$ cat src/rtl/pe_sequencer.sv
// Sequences buffered activation/weight chunks into a PE for one job at a time and captures its result.
// Define PE_SEQ_WATCHDOG_EN to abort a job whose PE result never arrives in DRAIN and raise a sticky err.
module pe_sequencer #(
    parameter int unsigned CELL_BIT   = 8,
    parameter int unsigned N_CELL     = 9,
    parameter int unsigned FIFO_DEPTH = 8
) (
    input  logic                         clk,
    input  logic                         reset,
    input  logic                         cmd_valid,
    output logic                         cmd_ready,
    input  logic [2:0]                   cmd_step,
    input  logic [2:0]                   cmd_bound,
    input  logic [15:0]                  cmd_bias,
    input  logic                         dat_valid,
    output logic                         dat_ready,
    input  logic [CELL_BIT*N_CELL-1:0]   dat_in,
    input  logic [CELL_BIT*N_CELL-1:0]   dat_wgt,
    output logic                         pe_en,
    output logic [2:0]                   pe_step,
    output logic [2:0]                   pe_bound_level,
    output logic [15:0]                  pe_bias,
    output logic [CELL_BIT*N_CELL-1:0]   pe_in,
    output logic [CELL_BIT*N_CELL-1:0]   pe_weight,
    input  logic [7:0]                   pe_out,
    input  logic                         pe_out_en,
    output logic                         res_valid,
    input  logic                         res_ready,
    output logic [7:0]                   res_data,
    output logic                         busy,
    output logic                         err
);

    localparam int unsigned CHUNK_W = CELL_BIT * N_CELL;
    localparam int unsigned ENT_W   = 2 * CHUNK_W;
    localparam int unsigned PTR_W   = (FIFO_DEPTH > 1) ? $clog2(FIFO_DEPTH) : 1;
    localparam int unsigned CNT_W   = $clog2(FIFO_DEPTH + 1);

    typedef enum logic [2:0] {
        ST_IDLE,
        ST_FILL,
        ST_FEED,
        ST_DRAIN,
        ST_HOLD
    } state_t;

    state_t               state;
    logic [ENT_W-1:0]     mem [FIFO_DEPTH];
    logic [PTR_W-1:0]     wr_ptr;
    logic [PTR_W-1:0]     rd_ptr;
    logic [CNT_W-1:0]     count;
    logic [2:0]           feed_left;
`ifdef PE_SEQ_WATCHDOG_EN
    logic [2:0]           wd_cnt;
`endif

    logic                 accept_c;
    logic                 push_c;
    logic                 pop_c;
    logic [CNT_W-1:0]     need_cmd_c;
    logic [CNT_W-1:0]     need_job_c;
    logic [CNT_W-1:0]     count_nxt_c;

    function automatic logic [PTR_W-1:0] ptr_inc(input logic [PTR_W-1:0] p);
        return (p == PTR_W'(FIFO_DEPTH - 1)) ? '0 : p + PTR_W'(1);
    endfunction

    // Pop decision: the first chunk leaves on the edge that enters FEED, so pe_en lines up with FEED.
    always_comb begin
        accept_c    = 1'b0;
        push_c      = dat_valid && dat_ready;
        pop_c       = 1'b0;
        need_cmd_c  = CNT_W'(cmd_step) + CNT_W'(1);
        need_job_c  = CNT_W'(pe_step) + CNT_W'(1);
        case (state)
            ST_IDLE: begin
                accept_c = cmd_valid && cmd_ready;
                pop_c    = accept_c && (count >= need_cmd_c);
            end
            ST_FILL: pop_c = (count >= need_job_c);
            ST_FEED: pop_c = (feed_left != 3'd0);
            default: pop_c = 1'b0;
        endcase
        count_nxt_c = count;
        if (push_c && !pop_c) begin
            count_nxt_c = count + CNT_W'(1);
        end else if (pop_c && !push_c) begin
            count_nxt_c = count - CNT_W'(1);
        end
    end

    // Chunk FIFO pointers and occupancy; dat_ready tracks not-full in every state.
    always_ff @(posedge clk) begin
        if (!reset) begin
            wr_ptr    <= '0;
            rd_ptr    <= '0;
            count     <= '0;
            dat_ready <= 1'b1;
        end else begin
            if (push_c) begin
                wr_ptr <= ptr_inc(wr_ptr);
            end
            if (pop_c) begin
                rd_ptr <= ptr_inc(rd_ptr);
            end
            count     <= count_nxt_c;
            dat_ready <= (count_nxt_c != CNT_W'(FIFO_DEPTH));
        end
    end

    always_ff @(posedge clk) begin
        if (push_c) begin
            mem[wr_ptr] <= {dat_in, dat_wgt};
        end
    end

    // Job sequencing FSM with registered outputs.
    always_ff @(posedge clk) begin
        if (!reset) begin
            state          <= ST_IDLE;
            cmd_ready      <= 1'b1;
            busy           <= 1'b0;
            pe_en          <= 1'b0;
            pe_step        <= 3'd0;
            pe_bound_level <= 3'd0;
            pe_bias        <= 16'd0;
            pe_in          <= '0;
            pe_weight      <= '0;
            feed_left      <= 3'd0;
            res_valid      <= 1'b0;
            res_data       <= 8'd0;
`ifdef PE_SEQ_WATCHDOG_EN
            wd_cnt         <= 3'd0;
            err            <= 1'b0;
`endif
        end else begin
            pe_en <= pop_c;
            if (pop_c) begin
                pe_in     <= mem[rd_ptr][ENT_W-1:CHUNK_W];
                pe_weight <= mem[rd_ptr][CHUNK_W-1:0];
            end
            case (state)
                ST_IDLE: begin
                    if (accept_c) begin
                        pe_step        <= cmd_step;
                        pe_bound_level <= cmd_bound;
                        pe_bias        <= cmd_bias;
                        feed_left      <= cmd_step;
                        cmd_ready      <= 1'b0;
                        busy           <= 1'b1;
                        state          <= pop_c ? ST_FEED : ST_FILL;
                    end
                end
                ST_FILL: begin
                    if (pop_c) begin
                        feed_left <= pe_step;
                        state     <= ST_FEED;
                    end
                end
                ST_FEED: begin
                    if (feed_left == 3'd0) begin
                        state <= ST_DRAIN;
`ifdef PE_SEQ_WATCHDOG_EN
                        wd_cnt <= 3'd0;
`endif
                    end else begin
                        feed_left <= feed_left - 3'd1;
                    end
                end
                ST_DRAIN: begin
                    if (pe_out_en) begin
                        res_data  <= pe_out;
                        res_valid <= 1'b1;
                        state     <= ST_HOLD;
                    end
`ifdef PE_SEQ_WATCHDOG_EN
                    else if (wd_cnt == 3'd7) begin
                        err       <= 1'b1;
                        cmd_ready <= 1'b1;
                        busy      <= 1'b0;
                        state     <= ST_IDLE;
                    end else begin
                        wd_cnt <= wd_cnt + 3'd1;
                    end
`endif
                end
                ST_HOLD: begin
                    if (res_valid && res_ready) begin
                        res_valid <= 1'b0;
                        cmd_ready <= 1'b1;
                        busy      <= 1'b0;
                        state     <= ST_IDLE;
                    end
                end
                default: state <= ST_IDLE;
            endcase
        end
    end

`ifndef PE_SEQ_WATCHDOG_EN
    assign err = 1'b0;
`endif

endmodule

$ cat config.mk
export PLATFORM = sky130hd
export DESIGN_NAME = pe_sequencer
export DESIGN_NICKNAME = d
export VERILOG_FILES = /design/src/rtl/pe_sequencer.sv
export SDC_FILE = /design/constraint.sdc
export NUM_CORES = 1
export LEC_CHECK = 0
export CELL_PAD_IN_SITES_DETAIL_PLACEMENT = 1
export CELL_PAD_IN_SITES_GLOBAL_PLACEMENT = 2
export CORE_ASPECT_RATIO = 1.25
export CORE_MARGIN = 2
export CORE_UTILIZATION = 45
export CTS_CLUSTER_DIAMETER = 30
export DETAILED_ROUTE_END_ITERATION = 10
export PLACE_DENSITY_LB_ADDON = 0.2
export SYNTH_ARGS = -nofsm -noshare
export SYNTH_HDL_FRONTEND = slang
export SYNTH_SLANG_ARGS = --single-unit
$ cat constraint.sdc
create_clock -name clk -period 30.9 [get_ports clk]
set_clock_uncertainty 0.2 [all_clocks]
set_input_delay 9.27 -clock clk [delete_from_list [all_inputs] [get_ports clk]]
set_output_delay 9.27 -clock clk [all_outputs]
set_load 0.1 [all_outputs]
==> impl_summary.txt <==
----------------------------------------------------
[Synthesis]
  Prevailing post-synth register cell ... sky130_fd_sc_hd__edfxtp_1
  Instance count of the mapped netlist ... 2,453
  Number of enable flip-flop cells after synthesis ... 1,152
  Mapped Area ... 50,100 sq um
  Area contributors post-synth ... sky130_fd_sc_hd__edfxtp_1 (69%), sky130_fd_sc_hd__mux4_2 (13%), sky130_fd_sc_hd__dfxtp_1 (7.8%)
  Fraction of post-synthesis cell area in the top cell type by area ... 69.1%
  Number of unique standard cell types used by synthesis ... 43
  Syn. warnings ... 0
  Synthesized Nets ... 2,651
  Fraction of the yosys area taken by sequential cells ... 76.9%
  Total of flip-flops plus latches after synthesis ... 1,347
  Yosys top cell by area ... sky130_fd_sc_hd__edfxtp_1
  Syn Area/Cell ... 20.4 sq um
  Post-synthesis async set-or-reset flop share ... 0%

[Worst setup path]
  Most repeated library cell on the critical path ... sky130_fd_sc_hd__buf_4
  Endpoint class of the critical path ... register
  Category of the most critical setup path ... input port to register
  Worst-path cell chain ... clkdlybuf4s50_1, nand2_1, nor4_4, o211ai_1, o311ai_4, buf_4, buf_4, buf_4, nor2_1, a211oi_1
  Max FO, Critical Path ... 84
  Crit path largest cell delay ... about 0.9 ns
  R2r setup slk ... 25.59 ns
  Required time worst endpoint ... 31.41 ns
  Critical Path Slowest Stage Cell ... sky130_fd_sc_hd__buf_4
  Crit-path leading delay family ... buffers and inverters
  Element type at the critical path start ... input port
  Worst path bufs/invs ... 4
  Crit path DAT ... 14.24 ns

[Clocking]
  Maximum clock path buffer count ... 3
  Root cell of the clock tree ... sky130_fd_sc_hd__clkbuf_16
  CTS buffer count ... 231
  # resized after CTS ... 0
  Worst-path clk slew ... 0.06 ns
  Max H-tree Level ... 4
  Count of buffers added by post-CTS timing repair for setup ... 0
  Hold-fix buffers at CTS ... 0
  CTS tree ... done
  # clock sinks ... 1,347
  Latest clock arrival within the worst-skew pair ... 0.81 ns

[Placed design]
  Half-perimeter wire length after placement ... just over 60 mm
  Port Buf Inserts ... 358
  Final weighted congestion in routability-driven placement ... 0.773
  Worst slack, placed ... 16.39 ns

[STA]
  Highest clock rate ... 72.8 MHz
  Worst slew margin ... 20.3%
  Tightest Pin Transition ... 1.19 ns
  Final setup vio count ... 0
  Post-layout min period ... approximately 14 ns
  Number of pins exceeding their max-slew limit in the final report ... 0
  Final worst-path cycle share ... between 40% and 50%
  Worst Slack Setup Final ... 17.17 ns
  TNS Setup ... 0 ns
  RSZ-0062 raised after global routing ... false
  Count of endpoints failing hold in the final timing report ... 0

[Routing]
  Via density per instance ... 5.53
  First-pass DRT Iterations ... 5
  ANT nets after route ... 0
  Detailed-route DRC error count ... 0
  DR WL/cell ... 26.2 microns
  Drt first-iter violations ... 1,573
  Total length of routed wires ... ~120 mm
  Number of vias after detailed routing ... 25.4k

[Floorplanning]
  Die height ... about 380 microns
  Number of cell rows ... 136
  IO Count ... 360
  Die span in x ... 302 microns
  Starting density of the core ... roughly 45%
  Core ar. ... 110,000 sq um
  Die area ... 114,000 sq um

[Global routing]
  Grt total ovfl ... 0
  Maximum number of pins on one net before global-route repair ... roughly 170
  Number of global-route vias before repair ... 28.7k
  Global-route wire length before repair ... between 150 and 200 mm
  Number of antenna violations at the first check in global routing ... 23
  Gr usage total ... 21.7%

[Layout]
  Most common cell after layout, fill and taps aside ... sky130_fd_sc_hd__edfxtp_1
  Highest-count cells in the layout ignoring fill and taps ... sky130_fd_sc_hd__edfxtp_1 (1,152), sky130_fd_sc_hd__clkdlybuf4s50_1 (356), sky130_fd_sc_hd__mux4_2 (288), sky130_fd_sc_hd__clkbuf_16 (233), sky130_fd_sc_hd__dfxtp_1 (192)
  Share of layout cells above drive strength 1 ... 24.0%
  Area used by multi-input combinational logic ... roughly 11,000 sq um
  Number of filler instances in the final layout ... around 9.4k
  Area used by sequential logic in the layout ... ~39,000 sq um
  Nets@finish ... roughly 3.1k
  Synth-to-Final Area Change ... 27.3%

[Pwr]
  PwrDens ... around 99 nW/um^2
  Leakage dissipation ... 20.2 nW
  Peak supply drop ... 0.0000694 V

[Min path]
  Class of the worst hold path ... register to register

[Job]
  Max-cap violations ... 0

[Run status]
  Outcome ... completed

----------------------------------------------------
cell families (layout without fill, tap and decap cells):
kind of cell             Yosys count  count (layout)  share of synthesized area (%)
AO/OA/AOI/OAI                    209             209                           2.90
XOR/XNOR                           5               5                         0.0874
adder cells (fa/ha/maj)           19              19                          0.470
buffers and inverters            153             846                           1.39
flip-flops                      1347            1347                           76.9
multiplexers                     438             438                           16.0
other                              1               9                        0.00749
AND/OR/NAND/NOR                  281             281                           2.32
where the power goes:
part / switching [W] / total (W) / internal, W
clock network: 0.000919 / 0.00272 / 0.00180
registers: 0.0000757 / 0.00218 / 0.00210
logic: 0.000923 / 0.00144 / 0.000519
total: 0.00192 / 0.00634 / 0.00442
cells in the mapped netlist (7+ instances only):
cell type / count
sky130_fd_sc_hd__o21ai_0: 7
sky130_fd_sc_hd__buf_4: 12
sky130_fd_sc_hd__edfxtp_1: 1152
sky130_fd_sc_hd__inv_1: 10
sky130_fd_sc_hd__clkbuf_1: 69
sky130_fd_sc_hd__mux4_2: 288
sky130_fd_sc_hd__buf_1: 7
sky130_fd_sc_hd__dfxtp_1: 195
sky130_fd_sc_hd__buf_2: 54
sky130_fd_sc_hd__a211oi_1: 144
sky130_fd_sc_hd__mux2i_1: 150
sky130_fd_sc_hd__nand2_1: 84
sky130_fd_sc_hd__ha_1: 18
sky130_fd_sc_hd__a21oi_1: 48
sky130_fd_sc_hd__nor2_1: 160
worst min-delay path: stages, from the launching register on:
cell and delay [ns]:
sky130_fd_sc_hd__dfxtp_1 0.30, sky130_fd_sc_hd__nand2_1 0.05, sky130_fd_sc_hd__a21oi_1 0.05
per-stage QoR:
| stage | instance area (sq um) | power [W] | cells | utilization (%) | hold WS [ns] |
|---|---|---|---|---|---|
| floorplan | 50100 | 0.00334 | 2453 | - | 0.232 |
| global placement | 55300 | 0.00363 | 4155 | 50.2 | 0.241 |
| detailed placement | 55300 | 0.00367 | 4155 | 50.2 | 0.251 |
| CTS | 63700 | 0.00641 | 4595 | 57.9 | 0.256 |
| global route | 63700 | 0.00658 | 4601 | 57.9 | 0.283 |
| finish | 63700 | 0.00634 | 4603 | 57.9 | 0.253 |
layer usage:
metal	track usage, %	routed length, microns
met1	26.9	48700
met5	0	168
met3	5.16	6270
met2	36.9	62000
met4	8.21	3340
path summary, 6_finish.rpt:
kind,from,to,depth (start not counted)
worst max-delay path,cmd_valid,pe_weight[71],10
worst min-delay path,feed_left[1],feed_left[1],2
worst min register to register,feed_left[1],feed_left[1],2
worst max register to register,state[2],pe_weight[71],8
cell type report:
class,count,share of cell area (%)
Timing Repair Buffer,396,6.20
Multi-Input combinational cell,953,17.2
Inverter,10,0.0707
Clock inverter,166,3.59
Antenna cell,8,0.0314
Sequential cell,1347,60.4
Clock buffer,274,9.69
Tap cell,1449,2.84
state kept, by name, indices dropped and copies added, names as in the netlist, 3 cells and up:
name	flops
mem	1152
pe_in	72
pe_weight	72
pe_bias	16
res_data	8
count	4
feed_left	3
pe_bound_level	3
pe_step	3
rd_ptr	3
state	3
wr_ptr	3
No activity file was read; power rests on OpenSTA's default activity.
